## config.mk

```make
export PLATFORM = sky130hd
export DESIGN_NAME = dna_score_max_tracker
export DESIGN_NICKNAME = d
export VERILOG_FILES = /design/src/rtl/dna_score_max_tracker.sv
export SDC_FILE = /design/constraint.sdc
export NUM_CORES = 1
export LEC_CHECK = 0
export BUFFER_PORTS_ARGS = -buffer_cell sky130_fd_sc_hd__buf_2
export CAP_MARGIN = 40
export CORE_MARGIN = 4
export CORE_UTILIZATION = 35
export CTS_BUF_LIST = sky130_fd_sc_hd__clkbuf_8 sky130_fd_sc_hd__clkbuf_16
export CTS_CLUSTER_DIAMETER = 120
export CTS_CLUSTER_SIZE = 40
export DETAILED_ROUTE_END_ITERATION = 7
export GPL_ROUTABILITY_DRIVEN = 0
export PLACE_DENSITY_LB_ADDON = 0.08
export SLEW_MARGIN = 10
export SYNTH_ARGS = -nofsm -noshare
export SYNTH_HDL_FRONTEND = slang
export SYNTH_SLANG_ARGS = --single-unit
```

## constraint.sdc

```tcl
create_clock -name clk -period 5.1 [get_ports clk]
set_input_delay 1.02 -clock clk [delete_from_list [all_inputs] [get_ports clk]]
set_output_delay 1.02 -clock clk [all_outputs]
set_load 0.05 [all_outputs]
```

## src/rtl/dna_score_max_tracker.sv

```systemverilog
// rtl/dna_score_max_tracker.sv - max score/cell tracker behind the last PE of the systolic array
module dna_score_max_tracker #(
   parameter int SCORE_W = 32,
   parameter int IDX_W   = 10
) (
   input  logic               clk,
   input  logic               rst,
   input  logic               en_i,
   input  logic               start,
   input  logic               abort,
   input  logic [IDX_W-1:0]   cfg_fill,
   input  logic [IDX_W-1:0]   cfg_cols,
   input  logic [IDX_W-1:0]   cfg_rows,
   input  logic [SCORE_W-1:0] score_i,
   output logic [SCORE_W-1:0] max_score,
   output logic [IDX_W-1:0]   max_row,
   output logic [IDX_W-1:0]   max_col,
   output logic               busy,
   output logic               done,
   output logic               cfg_err
);

   typedef enum logic [1:0] {IDLE, FILL, RUN} state_t;

   localparam logic [IDX_W-1:0] IDX_ONE = IDX_W'(1);

   state_t             state, state_nxt;
   logic [IDX_W-1:0]   fill_cnt, fill_cnt_nxt;
   logic [IDX_W-1:0]   row, row_nxt;
   logic [IDX_W-1:0]   col, col_nxt;
   logic [IDX_W-1:0]   fill_q, fill_q_nxt;
   logic [IDX_W-1:0]   cols_q, cols_q_nxt;
   logic [IDX_W-1:0]   rows_q, rows_q_nxt;
   logic [SCORE_W-1:0] max_score_nxt;
   logic [IDX_W-1:0]   max_row_nxt, max_col_nxt;
   logic               busy_nxt, done_nxt, cfg_err_nxt;

   always_ff @(posedge clk or posedge rst) begin
      if (rst) begin
         state     <= IDLE;
         fill_cnt  <= '0;
         row       <= '0;
         col       <= '0;
         fill_q    <= '0;
         cols_q    <= '0;
         rows_q    <= '0;
         max_score <= '0;
         max_row   <= '0;
         max_col   <= '0;
         busy      <= 1'b0;
         done      <= 1'b0;
         cfg_err   <= 1'b0;
      end else begin
         state     <= state_nxt;
         fill_cnt  <= fill_cnt_nxt;
         row       <= row_nxt;
         col       <= col_nxt;
         fill_q    <= fill_q_nxt;
         cols_q    <= cols_q_nxt;
         rows_q    <= rows_q_nxt;
         max_score <= max_score_nxt;
         max_row   <= max_row_nxt;
         max_col   <= max_col_nxt;
         busy      <= busy_nxt;
         done      <= done_nxt;
         cfg_err   <= cfg_err_nxt;
      end
   end

   always_comb begin
      state_nxt     = state;
      fill_cnt_nxt  = fill_cnt;
      row_nxt       = row;
      col_nxt       = col;
      fill_q_nxt    = fill_q;
      cols_q_nxt    = cols_q;
      rows_q_nxt    = rows_q;
      max_score_nxt = max_score;
      max_row_nxt   = max_row;
      max_col_nxt   = max_col;
      done_nxt      = 1'b0;
      cfg_err_nxt   = cfg_err;

      // abort wins over start and en_i; the maximum found so far is kept
      if (abort) begin
         state_nxt = IDLE;
      end else begin
         case (state)
            IDLE: begin
               if (start) begin
                  max_score_nxt = '0;
                  max_row_nxt   = '0;
                  max_col_nxt   = '0;
                  cfg_err_nxt   = 1'b0;
                  fill_q_nxt    = cfg_fill;
                  cols_q_nxt    = cfg_cols;
                  rows_q_nxt    = cfg_rows;
                  fill_cnt_nxt  = '0;
                  row_nxt       = '0;
                  col_nxt       = '0;
                  if (cfg_cols == '0 || cfg_rows == '0) begin
                     cfg_err_nxt = 1'b1;
                     done_nxt    = 1'b1;
                  end else if (cfg_fill == '0) begin
                     state_nxt = RUN;
                  end else begin
                     state_nxt = FILL;
                  end
               end
            end
            FILL: begin
               if (en_i) begin
                  fill_cnt_nxt = fill_cnt + IDX_ONE;
                  if (fill_cnt == fill_q - IDX_ONE) begin
                     state_nxt = RUN;
                  end
               end
            end
            RUN: begin
               if (en_i) begin
                  // strict compare keeps the earliest cell on ties
                  if (score_i > max_score) begin
                     max_score_nxt = score_i;
                     max_row_nxt   = row;
                     max_col_nxt   = col;
                  end
                  if (col == cols_q - IDX_ONE) begin
                     col_nxt = '0;
                     row_nxt = row + IDX_ONE;
                     if (row == rows_q - IDX_ONE) begin
                        state_nxt = IDLE;
                        done_nxt  = 1'b1;
                     end
                  end else begin
                     col_nxt = col + IDX_ONE;
                  end
               end
            end
            default: state_nxt = IDLE;
         endcase
      end

      busy_nxt = (state_nxt != IDLE);
   end

endmodule

```

==> results of run 1 <==
cell usage after synthesis (4+ instances only):
cell        n  area [um^2]
or4_1       6         45.0
or2_2       5         31.3
nor2b_1     7         43.8
xor2_1     13          114
ha_1       38          475
nor4_1     10         62.6
xnor2_1    33          289
mux2i_1    59          591
a211oi_1    4         30.0
o21a_1      4         30.0
a21oi_1    24          120
nand2_1   224          841
inv_1      51          191
nand3_1    12         60.1
and3_1      7         43.8
dfrtp_1   117         2930
nand4_1    13         81.3
nor3_1     17         85.1
a31oi_1     8         50.1
clkbuf_1   27          101
nor2_1     37          139
o21ai_0    36          180
nand2b_1    6         37.5
or3_1       8         50.1
buf_2       9         45.0
cells by family (layout without fill, tap and decap cells):
group           after synthesis  count (layout)
simple gates                369             369
flops                       117             117
compound gates              108             108
buf+inv                      94             211
mux                          60              60
xor+xnor                     46              46
fa+ha+maj                    38              38
layout make-up:
| cell class | instances | area share (%) |
|---|---|---|
| sequential | 117 | 33.9 |
| inverter | 51 | 2.25 |
| multi-input combinational | 621 | 45.2 |
| clock buffer | 20 | 5.41 |
| clock inverter | 12 | 1.22 |
| timing repair buffer | 128 | 8.09 |
| tap | 270 | 3.91 |
tightest hold or removal path: cells and delay by family (launching register included):
| family | cells | cell delay (ns) |
|---|---|---|
| AND/OR/NAND/NOR | 2 | 0.10 |
| flip-flops | 1 | 0.36 |
state kept, by name (all words and copies together), names as in the netlist:
signal and flops:
fill_cnt 10, max_score 32, busy 1, max_col 10
state 2, row 10, cols_q 10, col 10
cfg_err 1, fill_q 10, done 1, max_row 10
rows_q 10
cell usage in the layout, fill, tap and decap left out, types with 3 or more instances in the layout:
| master | count |
|---|---|
| clkbuf_8 | 3 |
| clkinvlp_4 | 5 |
| o21ai_0 | 36 |
| nand2_1 | 224 |
| xor2_1 | 13 |
| a211oi_1 | 4 |
| nand4_1 | 13 |
| nor3_1 | 17 |
| or4_1 | 6 |
| and3_1 | 7 |
| a22o_1 | 3 |
| inv_1 | 50 |
| nor2b_1 | 6 |
| or3_1 | 8 |
| nand3_1 | 12 |
| clkbuf_16 | 17 |
| clkinv_2 | 4 |
| nand2b_1 | 6 |
| mux2i_1 | 59 |
| buf_4 | 5 |
| xnor2_1 | 33 |
| a31oi_1 | 8 |
| ha_1 | 38 |
| a21oi_1 | 24 |
| dfrtp_1 | 117 |
| buf_2 | 121 |
| o21a_1 | 4 |
| nor4_1 | 10 |
| a31o_2 | 3 |
| a21o_1 | 3 |
| or2_2 | 5 |
| nor2_1 | 36 |
per-layer routing:
layer,track usage [%],vias up,share of wire (%)
li1,-,3040,-
met1,24.5,2877,48
met2,27.2,86,47
met3,3.77,6,3.5
met4,3.90,0,0.84
met5,0,-,0
metrics by stage:
step	hold WS, ns	instances	worst slack (ns)
after floorplan	0.465	832	0.979
after CTS	0.502	1219	1.99
after detailed placement	0.487	1187	1.59
final	0.498	1219	1.92
after global placement	0.477	1185	1.39
after global routing	0.524	1219	1.82
power breakdown:
part | leakage (nW) | switching [mW] | internal, mW
combinational | 2.01 | 0.254 | 0.202
clock | 0.270 | 0.449 | 0.705
sequential | 1.58 | 0.0902 | 0.984
total | 3.87 | 0.793 | 1.89
final timing paths:
kind	endpoint	depth (start not counted)	startpoint
max	max_row[3]	9	score_i[3]
min	fill_q[9]	2	fill_q[9]
max reg2reg	row[4]	9	cols_q[0]
min reg2reg	fill_q[9]	2	fill_q[9]
max in group asynchronous	fill_q[9]	3	rst
min in group asynchronous	max_score[29]	2	rst
==> results.md, run 1 <==
* Run status: finished clean
* Gr ovfl total at 0
* Num CTS Buffers at 17
* Final Cell Area at 8630 um^2
* Leakage power at about 3.9 nW
* Post_cts resized at 0
* Fin. Hold Viols at 0
* Async S/R FF share, synth at 100%
* Slew @ Worst Pin at 0.888 ns
* PortBufs at 121
* R2R Setup Slk at 2.11 ns
* DR iter-0 viols at ~240
* DR vias at ~6000
* FP Rows at 52
* Clock Latency Late Sink at about 0.42 ns
* Worst Path Buf+Inv at 2
* Drt wl/cell at 15.6 um
* Crit-path max FO at 41
* Post-Synth Simple-Gate Area at 23.6%
* Clk slew on worst S/H paths at 0.05 ns
* Post-synthesis xor/xnor area fraction at under 10%
* Critical setup path kind: in2reg
* Sequential cell area fraction in the yosys report at 40.7%
* Io pins at approximately 120
* Initial antenna violation count at 0
* Multiplexer area fraction after synthesis at approximately 8.4%
* Post-CTS Setup Bufs at 0
* Layout cells sized above 1 at 19.1%
* Tot Pwr at approximately 2.7 mW
* Post-Syn Nets at 937
* Clk sinks at ~120
* Main combinational cell family by area after synthesis: simple AND/OR/NAND/NOR gates
* Post-route minimum period at 3.18 ns
* Cell repeated most along the worst path: a21oi_1
* Largest delay contributor family on the critical path: compound AO/OA/AOI/OAI gates
* Ys Warns at 0
* Clock skew at 0.0146 ns
* CP arrival at 3.47 ns
* Post-layout util at 42.6%
* Routed wire length at 19000 um
* CP required at 5.39 ns
* Seq cells post-synth at between 100 and 150
* Longest Clk Path Bufs at 2
* Final setup violation count at 0
* TNS Setup at 0 ns
* Fmax at between 300 and 400 MHz
* Drt drc at 0
* CP Capture Type: flop
* Root Buffer: clkbuf_16
* Area taken by multi-input logic gates at 3900 um^2
* Post-Syn Area at 7200 um^2
* First-pass GRT wire length at 31200 um
* Detailed placement HPWL at around 14000 um
* Total track usage at 17.3%
* Critical path cell sequence: buf_2 > ha_1 > a21oi_1 > o21ai_0 > a2111oi_0 > a21oi_1 > o221a_4 > buf_16 > mux2i_1
* Adder-cell share of the synthesized area at 6.61%
* Top FF cell, synth: dfrtp_1
* Register Area at approximately 3000 um^2
* First drt pass iteration count at 4
* EDFF count, synth at 0
* Hold Path Class: reg2reg
* Slew margin rel. at 40.4%
* CTS H-Tree Depth at 4
* Hold_buf cts at 0
* Initial Util at approximately 36%
* Area fraction in compound gates after synthesis at around 9.7%
* Mapped Cells at 832
* RSZ-0062 raised after global routing: false
* Vias in the first global route at 5777
* Pin count of the biggest net entering global routing at 70
* Placed instance area at 8060 um^2
* Core Region at about 20000 um^2
* Max Slew Vio Count at 0
* Die H at around 150 um
* Area grow syn2layout at 19.9%
* Nets at 1041
* Crit path launch type: input pin
* CTS tree: built
* Die Wd at 151 um
* Ant diodes at 0
* Max-Cap Viols at 0
* Critical path's largest stage delay at 0.70 ns
* Count of different cell masters after synthesis at 63
* Final clock period utilization by the worst path at 62.3%
* Die area at 22900 um^2
* Max rail drop VDD at 0.000206 V
* Routed Antenna Nets at 0
* Mapped Avg Cell Area at 8.65 um^2
* Via density at 4.93
* Power density cells at 311 nW/um^2
* Slowest-stage cell, CP: a2111oi_0
* Filler Cell Count at 2053
Note: power is estimated with default switching activity, not from simulation.
==> run 2, diff against run 1 <==
Clock period 5.1 ns to 2.8 ns, I/O delays scaled along.
==> results.md, run 2 (same netlist as run 1, synthesis figures left out) <==
* Max reg flops at 32 (unchanged)
* Clock Latency Late Sink at 0.41 ns (was 0.42 ns)
* Via density at 4.90 (was 4.93)
* CP arrival at 2.88 ns (was 3.47 ns)
* Reg with most FFs: max_score (unchanged)
* Die H at 151 um (unchanged)
* Root Buffer: clkbuf_16 (unchanged)
* Drt wl/cell at 15.3 um (was 15.6 um)
* Nets at 1060 (was 1041)
* Final WS setup at 0.217 ns (was 1.92 ns)
* Launch point of the critical path: cols_q[0] (was score_i[3])
* Crit path launch type: flop (was input pin)
* CTS H-Tree Depth at 4 (unchanged)
* Die area at 22900 um^2 (unchanged)
* Crit-path max FO at 7 (was 41)
* DR iter-0 viols at 334 (was 242)
* Cell repeated most along the worst path: a31o_2 (was a21oi_1)
* Layout cells sized above 1 at 20.7% (was 19.1%)
* CP required at 3.10 ns (was 5.39 ns)
* Most frequent cells in the layout: nand2_1 (224), buf_2 (121), dfrtp_1 (116), mux2i_1 (59), inv_1 (52) (was nand2_1 (224), buf_2 (121), dfrtp_1 (117), mux2i_1 (59), inv_1 (50))
* Hold Path Class: in2async (was reg2reg)
* Vias in the first global route at 5743 (was 5777)
* First-pass GRT wire length at 30900 um (was 31200 um)
* Reg-to-Reg Start: cols_q[0] (unchanged)
* CTS tree: built (unchanged)
* Clock skew at 0.00638 ns (was 0.0146 ns)
* Longest Clk Path Bufs at 2 (unchanged)
* Final clock period utilization by the worst path at 92.2%
* Slew @ Worst Pin at 0.699 ns (was 0.888 ns)
* Io pins at 122 (unchanged)
* Clk slew on worst S/H paths at 0.05 ns (about the same)
* Routed wire length at 19000 um (about the same)
* Slew margin rel. at 53.3% (was 40.4%)
* Critical path cell sequence: inv_1 > ha_1 > nor2b_1 > or3_1 > a31o_2 > o21a_1 > nor3_2 > a211oi_1 > a31o_2 (was buf_2 > ha_1 > a21oi_1 > o21ai_0 > a2111oi_0 > a21oi_1 > o221a_4 > buf_16 > mux2i_1)
* Post-Place Setup Slack at 0.166 ns (was 1.59 ns)
* DR vias at 6061 (was 6009)
* Ant diodes at 0 (unchanged)
* Leakage power at 4.00 nW (was 3.87 nW)
* Critical setup path kind: reg2reg (was in2reg)
* Detailed placement HPWL at 13900 um (was 13600 um)
* TNS Setup at 0 ns (unchanged)
* RSZ-0062 raised after global routing: false (unchanged)
* Critical path's largest stage delay at 0.41 ns (was 0.70 ns)
* Die Wd at 151 um (unchanged)
* First drt pass iteration count at 5 (was 4)
* Commonest non-fill, non-tap cell in the layout: nand2_1 (unchanged)
* Area grow syn2layout at 22.9% (was 19.9%)
* Hold_buf cts at 0 (unchanged)
* Run status: finished clean (unchanged)
* Max Slew Vio Count at 0 (unchanged)
* Max rail drop VDD at 0.000346 V (was 0.000206 V)
* Core Region at 20200 um^2 (unchanged)
* Pin count of the biggest net entering global routing at 58 (was 70)
* Initial antenna violation count at 0 (unchanged)
* Fmax at 387 MHz
* Power density cells at 564 nW/um^2 (was 311 nW/um^2)
* Gr ovfl total at 0 (unchanged)
* Post-route minimum period at around 2.6 ns
* CP Capture Type: flop (unchanged)
* Fin. Hold Viols at 0 (unchanged)
* Clk sinks at 117 (unchanged)
* Routed Antenna Nets at 0 (unchanged)
* FP Rows at 52 (unchanged)
* Drt drc at 0 (unchanged)
* Max-Cap Viols at 0 (unchanged)
* Tot Pwr at 4.99 mW (was 2.68 mW)
* Final setup violation count at 0 (unchanged)
* Total track usage at 17.2% (was 17.3%)
* Num CTS Buffers at 17 (unchanged)
* Slowest-stage cell, CP: dfrtp_2 (was a2111oi_0)
* PortBufs at 121 (unchanged)
* Initial Util at 35.6% (unchanged)
[run 2: worst max-delay path, delay by kind of cell (launching register included)]
kind                       cells  cell delay [ns]
AOI/OAI and AO/OA              4             0.88
adders and majority gates      1             0.27
buffers and inverters          1             0.07
DFF                            1             0.41
and+or+nand+nor                3             0.85
[run 2: layout make-up]
cell class                      count  area, um^2
Clock buffer                       21         480
Clock inverter                     11         108
Fill cell                        2054       11400
Inverter                           51         195
Multi-Input combinational cell    621        3910
Sequential cell                   117        2930
Tap cell                          270         338
Timing Repair Buffer              147         888
[run 2: final timing paths]
| check | end | depth (start not counted) | slack [ns] |
|---|---|---|---|
| worst max-delay path | row[4] | 9 | 0.22 |
| worst min-delay path | cfg_err | 2 | 0.25 |
| worst max register to register | row[4] | 9 | 0.22 |
| worst min register to register | cfg_err | 2 | 0.49 |
| max in group asynchronous | row[5] | 3 | 1.81 |
| min in group clk | rows_q[4] | 3 | 0.35 |
[run 2: repair_timing]
| item | CTS | global route |
|---|---|---|
| endpoints found under the setup margin | 0 | 2 |
| gates resized for setup | 0 | 2 |
| setup buffers | 0 | 0 |
[run 2: per-layer routing]
layer	share of wire, %	vias up	GRT usage [%]
met1	50	2872	25.4
met3	3.5	15	3.41
li1	-	3068	-
met5	0	-	0
met2	45	106	25.7
met4	1.0	0	4.26
[run 2: stage by stage]
step | std cells | hold slack [ns] | utilization [%] | area (um^2)
6_report | 1238 | 0.247 | 43.7 | 8840
5_1_grt | 1238 | 0.286 | 43.7 | 8840
4_1_cts | 1238 | 0.255 | 43.7 | 8840
3_5_place_dp | 1206 | 0.475 | 40.8 | 8250
3_3_place_gp | 1206 | 0.478 | 40.8 | 8250
2_1_floorplan | 832 | 0.465 | - | 7200
[run 2: report_power, final]
group,leakage [nW],switching [mW],total [mW],internal [mW]
clock network,0.297,0.770,2.16,1.39
logic,2.12,0.487,0.888,0.401
registers,1.58,0.147,1.94,1.79
total,4.00,1.40,4.99,3.58
